<file path="src/rtl/recv_data.sv">
// ----------------------------------------------------------------------------
// recv_data
// Receive side of the ranging datapath. A one-cycle send_pulse arms a
// time-of-flight measurement. The asynchronous echo input is synchronised and
// deglitched, and the block reports the cycle count from arm to the first
// echo rising edge that stays high for MIN_WIDTH cycles. If no such edge
// arrives inside the TIMEOUT window, a timeout strobe is reported instead.
//
// Ports
//   clk        : system clock, rising edge
//   rst        : asynchronous active-high reset
//   send_pulse : one-cycle arm strobe (transmit trigger)
//   echo_in    : asynchronous echo comparator output
//   busy       : high while a measurement is armed
//   tof_valid  : one-cycle strobe, new result on tof_value
//   tof_value  : latched time-of-flight count (held until next tof_valid)
//   timeout    : one-cycle strobe, window expired without a qualified echo
// ----------------------------------------------------------------------------
module recv_data #(
    parameter int unsigned CNT_W       = 16,
    parameter int unsigned SYNC_STAGES = 2,
    parameter int unsigned MIN_WIDTH   = 3,
    parameter int unsigned TIMEOUT     = 50000
) (
    input  logic             clk,
    input  logic             rst,
    input  logic             send_pulse,
    input  logic             echo_in,
    output logic             busy,
    output logic             tof_valid,
    output logic [CNT_W-1:0] tof_value,
    output logic             timeout
);

    localparam int unsigned      WID_W    = $clog2(MIN_WIDTH + 1);
    localparam logic [CNT_W-1:0] LAST_CNT = CNT_W'(TIMEOUT - 1);
    localparam logic [WID_W-1:0] WID_DONE = WID_W'(MIN_WIDTH);
    localparam logic [WID_W-1:0] WID_ONE  = WID_W'(1);

    typedef enum logic {
        S_IDLE = 1'b0,
        S_WAIT = 1'b1
    } state_t;

    state_t                 r_state;
    logic [SYNC_STAGES-1:0] r_sync;
    logic                   r_echo_d;
    logic [CNT_W-1:0]       r_cnt;
    logic [CNT_W-1:0]       r_edge_cnt;
    logic [WID_W-1:0]       r_width;
    logic                   r_busy;
    logic                   r_tof_valid;
    logic [CNT_W-1:0]       r_tof_value;
    logic                   r_timeout;

    logic                   w_echo_s;
    logic                   w_rise;
    logic [WID_W-1:0]       w_width_nxt;
    logic                   w_qual;
    logic [CNT_W-1:0]       w_edge_val;
    logic                   w_last;

    // Echo synchroniser chain plus one history flop for edge detection
    always_ff @(posedge clk or posedge rst) begin
        if (rst) begin
            r_sync   <= '0;
            r_echo_d <= 1'b0;
        end else begin
            r_sync   <= {r_sync[SYNC_STAGES-2:0], echo_in};
            r_echo_d <= w_echo_s;
        end
    end

    assign w_echo_s    = r_sync[SYNC_STAGES-1];
    assign w_rise      = w_echo_s & ~r_echo_d;
    assign w_width_nxt = r_width + WID_ONE;
    assign w_last      = (r_cnt == LAST_CNT);

    // Qualification completes in the cycle the width counter reaches
    // MIN_WIDTH; with MIN_WIDTH == 1 that is the edge cycle itself, so the
    // captured count must bypass r_edge_cnt in that case.
    assign w_qual = (r_state == S_WAIT) && w_echo_s &&
                    (w_rise ? (WID_DONE == WID_ONE)
                            : ((r_width != '0) && (w_width_nxt == WID_DONE)));
    assign w_edge_val = w_rise ? r_cnt : r_edge_cnt;

    // Measurement FSM with registered strobes
    always_ff @(posedge clk or posedge rst) begin
        if (rst) begin
            r_state     <= S_IDLE;
            r_cnt       <= '0;
            r_edge_cnt  <= '0;
            r_width     <= '0;
            r_busy      <= 1'b0;
            r_tof_valid <= 1'b0;
            r_tof_value <= '0;
            r_timeout   <= 1'b0;
        end else begin
            r_tof_valid <= 1'b0;
            r_timeout   <= 1'b0;
            case (r_state)
                S_IDLE: begin
                    r_width <= '0;
                    if (send_pulse) begin
                        r_state <= S_WAIT;
                        r_cnt   <= '0;
                        r_busy  <= 1'b1;
                    end
                end
                S_WAIT: begin
                    // cnt never passes TIMEOUT-1: the window closes there
                    r_cnt <= r_cnt + CNT_W'(1);
                    // Width tracking: a drop before MIN_WIDTH discards the candidate
                    if (!w_echo_s) begin
                        r_width <= '0;
                    end else if (w_rise) begin
                        r_width    <= WID_ONE;
                        r_edge_cnt <= r_cnt;
                    end else if (r_width != '0) begin
                        r_width <= w_width_nxt;
                    end
                    // Qualification wins over a coincident window expiry
                    if (w_qual) begin
                        r_tof_valid <= 1'b1;
                        r_tof_value <= w_edge_val;
                        r_state     <= S_IDLE;
                        r_busy      <= 1'b0;
                    end else if (w_last) begin
                        r_timeout <= 1'b1;
                        r_state   <= S_IDLE;
                        r_busy    <= 1'b0;
                    end
                end
                default: begin
                    r_state <= S_IDLE;
                    r_busy  <= 1'b0;
                end
            endcase
        end
    end

    assign busy      = r_busy;
    assign tof_valid = r_tof_valid;
    assign tof_value = r_tof_value;
    assign timeout   = r_timeout;

endmodule

</file>
<file path="config.mk">
export PLATFORM = sky130hd
export DESIGN_NAME = recv_data
export DESIGN_NICKNAME = d
export VERILOG_FILES = /design/src/rtl/recv_data.sv
export SDC_FILE = /design/constraint.sdc
export NUM_CORES = 1
export LEC_CHECK = 0
export ABC_AREA = 1
export CAP_MARGIN = 15
export CORE_MARGIN = 10
export CORE_UTILIZATION = 51
export DETAILED_ROUTE_END_ITERATION = 8
export PLACE_DENSITY = 0.71
export SYNTH_ARGS = -nofsm -noshare
export SYNTH_HDL_FRONTEND = slang
export SYNTH_SLANG_ARGS = --single-unit
</file>
<file path="constraint.sdc">
create_clock -name clk -period 1.65 [get_ports clk]
set_input_delay 0.33 -clock clk [delete_from_list [all_inputs] [get_ports clk]]
set_output_delay 0.33 -clock clk [all_outputs]
set_load 0.1 [all_outputs]
</file>
==> out/summary.json, run 1 <==
{
  "clock_tree": {
    "cts-root-to-sink-buffers": 2,
    "clkLatencyLatePin_ps": 340,
    "cts_tree": "built",
    "cts_setup_buffers": 0,
    "postCtsResizedCells": 0,
    "clock_sink_count": 57,
    "cts_hold_buf": 0,
    "htreeDepth": 3,
    "clockRootBuffer": "clkbuf_8",
    "clock_edge_transition_at_the_registers_on_the_reported_setup_and_hold_paths_ps": 60,
    "tritoncts.num_buffers": 9
  },
  "setup_path": {
    "path_depth_of_the_worst_reg2reg_path": 6,
    "critical_path_class": "reg -> reg",
    "endpoint_kind": "register",
    "path_max_fanout": 5,
    "worst_ep_required_time_ps": 1880,
    "critPathLaunchType": "register",
    "worst_endpoint_data_arrival_time_ps": 1640,
    "timing.critical_path.cells": "ha_1, nand3_1, inv_1, nand3_1, o21ai_0, nand2_1",
    "worst_path_max_delay_cell": "dfrtp_1",
    "crit_path_max_incr_delay_ps": 410,
    "worst_path_most_repeated_cell": "nand3_1"
  },
  "job": {
    "maximum_capacitance_violations": 0
  },
  "cells_and_area": {
    "n_antenna_cell": 0,
    "syn_to_final_growth_pct": 28.6,
    "finish.net_count": 351,
    "drive_gt1_frac": 0.146,
    "layout.cells.non_filler": 416
  },
  "grt": {
    "number_of_antenna_violations_at_the_first_check_in_global_routing": 0,
    "grt_pass1_wl_mm": 9.53,
    "total_grt_usage": 0.141,
    "gr-total-overflow": 0,
    "number_of_global_route_vias_before_repair": 2067,
    "grt_start_max_net_pins": 58
  },
  "sta": {
    "layout_min_cycle_time_ps": 1420,
    "finClkSkew_ps": 4.85,
    "max-slew-margin-rel": 0.800,
    "hold_violations": 0,
    "fmax_mhz": 706,
    "unrepaired_setup_endpoints_after_global_routing": "false",
    "final.period_utilization": 0.859,
    "slew_at_the_pin_closest_to_its_max_slew_limit_ps": 300,
    "final-setup-viol-count": 0,
    "tns_ps": 0,
    "timing.final.max_slew_violations": 0
  },
  "place": {
    "placedCellCount": 400,
    "port_buffers": 22,
    "dpl.hpwl_mm": 3.86,
    "gp_congestion": 0.869
  },
  "synthesis": {
    "synthMostInstantiatedCell": "nand2_1",
    "synth.top_cells.by_area": "dfrtp_1 (55%), nand2_1 (13%), nor2_1 (5.4%), o21ai_0 (5.0%), inv_1 (4.5%)",
    "yosys_most_used_dff": "dfrtp_1",
    "synth.net_count": 322,
    "synth_cells": 315,
    "flip_flop_and_latch_count_after_synthesis": 57,
    "synth.top_cells.by_count": "nand2_1 (86), dfrtp_1 (57), nor2_1 (37)",
    "number_of_enable_flip_flop_cells_after_synthesis": 0,
    "yosys.area.top_type_share": 0.553,
    "synth_sequential_area_ratio": 0.553,
    "synthArstFlopShare": 1.00,
    "yosys_warnings": 0,
    "syn-mean-instance-area_um2": 8.18,
    "yosysTopAreaCell": "dfrtp_1",
    "synth_area_um2": 2580,
    "synth.lib_cells_used.distinct": 22
  },
  "pwr": {
    "max-vdd-ir-drop_uv": 973,
    "leakage_nw": 1.60,
    "pwr_density_cell_nw_per_um2": 1600,
    "combinationalPowerShare": 0.349,
    "internal_power_w": 0.00321,
    "p_sw_w": 0.00208,
    "sequentialPowerShare": 0.395,
    "switching_share": 0.394,
    "clock_power_frac": 0.256
  },
  "floorplan": {
    "die_w_um": 91.1,
    "die_area_um2": 8300,
    "core-area_um2": 4820,
    "number_of_cell_rows": 25,
    "start_util": 0.535,
    "io-pin-count": 23,
    "die_y_um": 91.1
  },
  "detailed_routing": {
    "final_antenna_net_count": 0,
    "drt-pass1-iter-count": 4,
    "first_iter_violations": 117,
    "met2WireLength_mm": 2.40,
    "wl_per_cell_um": 12.8,
    "drt_drc_violations_left": 0,
    "viasPerCell": 5.01,
    "routed_wirelength_mm": 5.34,
    "maxUsedRoutingLayer": "met4",
    "routedLengthMet1_mm": 2.51,
    "detailroute.wirelength.met3_um": 321,
    "vias": 2085
  },
  "worst_hold_path": {
    "min_path_type": "reg -> reg",
    "min_delay_path_depth": 0
  },
  "outcome": {
    "status": "completed"
  }
}
[per-stage QoR]
step / util / total power [W] / cell area, um2 / hold WS (ps) / worst slack (ps)
final: 0.688 / 0.00529 / 3310 / 354 / 233
after global placement: 0.645 / 0.00391 / 3110 / 339 / 226
after detailed placement: 0.645 / 0.00396 / 3110 / 342 / 190
after global routing: 0.688 / 0.00565 / 3310 / 360 / 58.2
after floorplan: - / 0.00331 / 2580 / 331 / 422
after CTS: 0.688 / 0.00533 / 3310 / 357 / 233
[per-layer routing]
metal,vias up,track usage
met1,966,0.165
met2,47,0.218
met5,-,0
met4,0,0.0679
li1,1062,-
met3,10,0.0601
[worst max-delay path: cells and delay by family (launching register included)]
kind / cells / cell delay, ps
adder cells (fa/ha/maj): 1 / 230
AO/OA/AOI/OAI: 1 / 200
AND/OR/NAND/NOR: 3 / 360
buffers and inverters: 1 / 110
flip-flops: 1 / 410
[registers in the layout (all words and copies together) (netlist names)]
name	flops
busy	1
r_cnt	16
r_echo_d	1
r_edge_cnt	16
r_state	1
r_sync	2
r_width	2
timeout	1
tof_valid	1
tof_value	16
[final cells by class]
type,instances,area (um2)
flip-flops and latches,57,1430
clock inverters,2,35.0
fillers,408,1500
inverters,35,135
multi-input cells,213,968
clock buffers,14,173
repair buffers,28,493
well taps,67,83.8
[path summary, 6_finish.rpt]
kind	startpoint	endpoint	slack (ps)
worst max register to register	r_cnt[0]	r_cnt[12]	230
worst min register to register	r_sync[0]	r_sync[1]	350
worst max-delay path	r_cnt[0]	r_cnt[12]	230
worst min-delay path	r_sync[0]	r_sync[1]	350
min in group asynchronous	rst	r_echo_d	400
max in group asynchronous	rst	r_cnt[12]	990
[kinds of logic after synthesis]
family,share of synthesized area
compound gates,0.125
simple gates,0.236
flops,0.553
fa+ha+maj,0.0146
buf+inv,0.0709
[layout by cell type, fill, tap and decap left out, types with 2 or more instances in the layout]
cell | netlist | layout
a21oi_1 | 12 | 12
buf_12 | 0 | 22
buf_4 | 2 | 3
clkbuf_1 | 3 | 2
clkbuf_8 | 0 | 12
clkdlybuf4s50_1 | 0 | 3
dfrtp_1 | 57 | 57
ha_1 | 3 | 3
inv_1 | 31 | 30
inv_2 | 4 | 4
nand2_1 | 86 | 86
nand2_2 | 2 | 2
nand3_1 | 14 | 14
nor2_1 | 37 | 37
nor2_4 | 2 | 2
nor3_1 | 2 | 2
o21ai_0 | 26 | 26
o21ai_1 | 23 | 23
[power groups by stage]
stage / logic, W / clock network (W) / registers, W
global placement: 0.00182 / 0 / 0.00209
floorplan: 0.000723 / 0 / 0.00259
global route: 0.00204 / 0.00146 / 0.00214
finish: 0.00185 / 0.00136 / 0.00209
CTS: 0.00187 / 0.00138 / 0.00208
detailed placement: 0.00186 / 0 / 0.00211
Note: power is estimated with default switching activity, not from simulation.
==> inputs of run 2 (changes only) <==
--- a/config.mk
+++ b/config.mk
@@ -5,12 +5,12 @@
 export SDC_FILE = /design/constraint.sdc
 export NUM_CORES = 1
 export LEC_CHECK = 0
-export ABC_AREA = 1
 export CAP_MARGIN = 15
 export CORE_MARGIN = 10
 export CORE_UTILIZATION = 51
 export DETAILED_ROUTE_END_ITERATION = 8
 export PLACE_DENSITY = 0.71
+export REMOVE_ABC_BUFFERS = 1
 export SYNTH_ARGS = -nofsm -noshare
 export SYNTH_HDL_FRONTEND = slang
 export SYNTH_SLANG_ARGS = --single-unit
==> out/summary.json, run 2 <==
{
  "synthesis": {
    "yosys_warnings": {"value": 0, "change": "unchanged"},
    "synth.top_cells.by_area": {"value": "dfrtp_1 (58%), nand2_1 (11%), mux2_4 (6.2%), mux2i_1 (4.1%), mux2_2 (2.8%)", "change": "was dfrtp_1 (55%), nand2_1 (13%), nor2_1 (5.4%), o21ai_0 (5.0%), inv_1 (4.5%)"},
    "synth.top_cells.by_count": {"value": "nand2_1 (70), dfrtp_1 (57), mux2_4 (10), mux2i_1 (10), nand3_1 (9)", "change": "was nand2_1 (86), dfrtp_1 (57), nor2_1 (37)"},
    "yosysTopAreaCell": {"value": "dfrtp_1", "change": "unchanged"},
    "number_of_enable_flip_flop_cells_after_synthesis": {"value": 0, "change": "unchanged"},
    "syn-mean-instance-area": {"value": 11.3, "unit": "um2", "change": "was 8.18 um2"},
    "synth_area": {"value": 2440, "unit": "um2", "change": "was 2580 um2"},
    "synth_sequential_area_ratio": {"value": 0.584, "change": "was 0.553"},
    "synth.lib_cells_used.distinct": {"value": 33, "change": "was 22"},
    "yosys.area.top_type_share": {"value": 0.584, "change": "was 0.553"},
    "flip_flop_and_latch_count_after_synthesis": {"value": 57, "change": "unchanged"},
    "synth_cells": {"value": 216, "change": "was 315"},
    "synthArstFlopShare": {"value": 1.00, "change": "unchanged"},
    "yosys_most_used_dff": {"value": "dfrtp_1", "change": "unchanged"},
    "synthMostInstantiatedCell": {"value": "nand2_1", "change": "unchanged"}
  },
  "clock_tree": {
    "cts_tree": {"value": "built", "change": "unchanged"},
    "cts_setup_buffers": {"value": 0, "change": "unchanged"},
    "cts-root-to-sink-buffers": {"value": 2, "change": "unchanged"},
    "clockRootBuffer": {"value": "clkbuf_8", "change": "unchanged"},
    "cts_hold_buf": {"value": 0, "change": "unchanged"},
    "postCtsResizedCells": {"value": 0, "change": "unchanged"},
    "clkLatencyLatePin": {"value": 330, "unit": "ps", "change": "was 340 ps"},
    "clock_sink_count": {"value": 57, "change": "unchanged"},
    "htreeDepth": {"value": 3, "change": "unchanged"},
    "tritoncts.num_buffers": {"value": 9, "change": "unchanged"},
    "clock_edge_transition_at_the_registers_on_the_reported_setup_and_hold_paths": {"value": 60, "unit": "ps", "change": "about the same"}
  },
  "sta": {
    "layout_min_cycle_time": {"value": 1510, "unit": "ps", "change": "was 1420 ps"},
    "hold-worst-slack": {"value": 345, "unit": "ps", "change": "was 354 ps"},
    "final.period_utilization": {"value": 0.916, "change": "was 0.859"},
    "max-slew-margin-rel": {"value": 0.763, "change": "was 0.800"},
    "unrepaired_setup_endpoints_after_global_routing": {"value": "false", "change": "unchanged"},
    "hold_violations": {"value": 0, "change": "unchanged"},
    "final-setup-viol-count": {"value": 0, "change": "unchanged"},
    "timing.final.max_slew_violations": {"value": 0, "change": "unchanged"},
    "slew_at_the_pin_closest_to_its_max_slew_limit": {"value": 355, "unit": "ps", "change": "was 300 ps"},
    "final.setup.worst_slack": {"value": 138, "unit": "ps", "change": "was 233 ps"},
    "fmax": {"value": 662, "unit": "MHz", "change": "was 706 MHz"},
    "finClkSkew": {"value": 7.99, "unit": "ps", "change": "was 4.85 ps"}
  },
  "pwr": {
    "sequentialPowerShare": {"value": 0.411, "change": "was 0.395"},
    "max-vdd-ir-drop": {"value": 905, "unit": "uV", "change": "was 973 uV"},
    "p_sw": {"value": 0.00210, "unit": "W", "change": "was 0.00208 W"},
    "clock_power_frac": {"value": 0.224, "change": "was 0.256"},
    "combinationalPowerShare": {"value": 0.365, "change": "was 0.349"},
    "switching_share": {"value": 0.383, "change": "was 0.394"},
    "report.power.total": {"value": 0.00548, "unit": "W", "change": "was 0.00529 W"},
    "internal_power": {"value": 0.00338, "unit": "W", "change": "was 0.00321 W"},
    "leakage": {"value": 1.56, "unit": "nW", "change": "was 1.60 nW"},
    "pwr_density_cell": {"value": 1740, "unit": "nW/um2", "change": "was 1600 nW/um2"}
  },
  "place": {
    "port_buffers": {"value": 22, "change": "unchanged"},
    "dpl.hpwl": {"value": 3.09, "unit": "mm", "change": "was 3.86 mm"},
    "placedCellCount": {"value": 296, "change": "was 400"},
    "placement.setup.worst_slack": {"value": 116, "unit": "ps", "change": "was 190 ps"},
    "gp_congestion": {"value": 0.895, "change": "was 0.869"}
  },
  "cells_and_area": {
    "multi_input_area": {"value": 926, "unit": "um2", "change": "was 968 um2"},
    "drive_gt1_frac": {"value": 0.262, "change": "was 0.146"},
    "layout.cells.non_filler": {"value": 310, "change": "was 416"},
    "syn_to_final_growth": {"value": 29.1, "unit": "%", "change": "was 28.6%"},
    "layout.cells.most_common": {"value": "nand2_1", "change": "unchanged"},
    "fillers": {"value": 342, "change": "was 408"},
    "final_util": {"value": 0.671, "change": "was 0.688"},
    "finish.net_count": {"value": 260, "change": "was 351"},
    "ff_latch_area": {"value": 1430, "unit": "um2", "change": "unchanged"},
    "most_frequent_cells_in_the_layout": {"value": "nand2_1 (70), dfrtp_1 (57), buf_12 (21)", "change": "was nand2_1 (86), dfrtp_1 (57), nor2_1 (37)"},
    "n_antenna_cell": {"value": 0, "change": "unchanged"}
  },
  "setup_path": {
    "timing.critical_path.cells": {"value": "ha_1, nand2_1, nor3_1, nand3_1, mux2i_1", "change": "was ha_1, nand3_1, inv_1, nand3_1, o21ai_0, nand2_1"},
    "worst_ep_required_time": {"value": 1860, "unit": "ps", "change": "was 1880 ps"},
    "crit_path_max_incr_delay": {"value": 430, "unit": "ps", "change": "was 410 ps"},
    "endpoint_kind": {"value": "register", "change": "unchanged"},
    "critPathLaunchType": {"value": "register", "change": "unchanged"},
    "critical_path_class": {"value": "reg -> reg", "change": "unchanged"},
    "path_max_fanout": {"value": 7, "change": "was 5"},
    "worst_endpoint_data_arrival_time": {"value": 1720, "unit": "ps", "change": "was 1640 ps"},
    "worst_path_max_delay_cell": {"value": "dfrtp_1", "change": "unchanged"}
  },
  "grt": {
    "number_of_global_route_vias_before_repair": {"value": 1704, "change": "was 2,067"},
    "grt.met1_usage": {"value": 0.150, "change": "was 0.165"},
    "met2_usage": {"value": 0.203, "change": "was 0.218"},
    "grt_pass1_wl": {"value": 7.78, "unit": "mm", "change": "was 9.53 mm"},
    "grt_start_max_net_pins": {"value": 58, "change": "unchanged"},
    "grt_use_met3": {"value": 0.0319, "change": "was 0.0601"},
    "gr-total-overflow": {"value": 0, "change": "unchanged"},
    "number_of_antenna_violations_at_the_first_check_in_global_routing": {"value": 0, "change": "unchanged"},
    "busiest_layer": {"value": "met2", "change": "unchanged"},
    "total_grt_usage": {"value": 0.129, "change": "was 0.141"}
  },
  "floorplan": {
    "core-area": {"value": 4690, "unit": "um2", "change": "was 4820 um2"},
    "start_util": {"value": 0.520, "change": "was 0.535"},
    "die_w": {"value": 89.2, "unit": "um", "change": "was 91.1 um"},
    "io-pin-count": {"value": 23, "change": "unchanged"},
    "number_of_cell_rows": {"value": 25, "change": "unchanged"},
    "die_y": {"value": 89.2, "unit": "um", "change": "was 91.1 um"},
    "die_area": {"value": 7950, "unit": "um2", "change": "was 8300 um2"}
  },
  "detailed_routing": {
    "final_antenna_net_count": {"value": 0, "change": "unchanged"},
    "wl_per_cell": {"value": 14.5, "unit": "um", "change": "was 12.8 um"},
    "routed_wirelength": {"value": 4.50, "unit": "mm", "change": "was 5.34 mm"},
    "drt_drc_violations_left": {"value": 0, "change": "unchanged"},
    "drt-pass1-iter-count": {"value": 4, "change": "unchanged"},
    "vias": {"value": 1669, "change": "was 2,085"},
    "first_iter_violations": {"value": 85, "change": "was 117"},
    "viasPerCell": {"value": 5.38, "change": "was 5.01"}
  },
  "worst_hold_path": {
    "min_path_type": {"value": "reg -> reg", "change": "unchanged"}
  },
  "outcome": {
    "status": {"value": "completed", "change": "unchanged"}
  },
  "job": {
    "maximum_capacitance_violations": {"value": 0, "change": "unchanged"}
  }
}
-- run 2: changes by cell type after synthesis, moves of 5 or more --
cell,change
a21oi_1,-10
inv_1,-27
mux2_2,+6
mux2_4,+10
mux2i_1,+10
nand2_1,-16
nand3_1,-5
nor2_1,-31
o21ai_0,-21
o21ai_1,-23
-- run 2: through the flow --
step | area [um2] | TNS, ps
floorplan | 2370 | -4540
global placement | 2970 | 0
detailed placement | 2970 | 0
CTS | 3150 | 0
global route | 3150 | 0
finish | 3150 | 0
-- run 2: worst paths after layout --
check                      slack [ps]           end  startpoint  cells past startpoint
setup reg to reg                  140     r_cnt[10]    r_cnt[0]                      5
hold reg to reg                   340     r_sync[1]   r_sync[0]                      0
min in group asynchronous         360  tof_value[2]         rst                      3
setup / recovery                  140     r_cnt[10]    r_cnt[0]                      5
hold / removal                    340     r_sync[1]   r_sync[0]                      0
max in group asynchronous        1040          busy         rst                      3
-- run 2: power by group through the flow --
stage	clock network (W)	registers (W)	logic [W]
2_1_floorplan	0	0.00288	0.000615
3_3_place_gp	0	0.00225	0.00198
3_5_place_dp	0	0.00228	0.00201
4_1_cts	0.00126	0.00225	0.00202
5_1_grt	0.00131	0.00232	0.00212
6_report	0.00123	0.00225	0.00200
-- run 2: cells by family (layout without fill, tap and decap cells) --
family / after synthesis / count (layout) / share of synthesized area
XOR/XNOR: 3 / 3 / 0.0108
AO/OA/AOI/OAI: 13 / 13 / 0.0333
multiplexers: 26 / 26 / 0.130
buffers and inverters: 14 / 54 / 0.0364
AND/OR/NAND/NOR: 100 / 100 / 0.190
adder cells (fa/ha/maj): 3 / 3 / 0.0154
flip-flops: 57 / 57 / 0.584
-- run 2: worst max-delay path, delay by kind of cell, from the launching register on --
family | cells | cell delay (ps)
and+or+nand+nor | 3 | 570
muxes | 1 | 140
DFF | 1 | 430
adders and majority gates | 1 | 250
-- run 2: layer usage --
layer	part of all wire	routed length (um)
met3	0.051	228
met5	0	0
met2	0.47	2140
met4	0.034	151
met1	0.44	1990
-- run 2: area by class of cell --
type / count / area share
clock inverters: 4 / 0.0143
inverters: 6 / 0.00715
multi-input cells: 145 / 0.294
flip-flops and latches: 57 / 0.453
clock buffers: 10 / 0.0437
well taps: 54 / 0.0214
repair buffers: 34 / 0.167
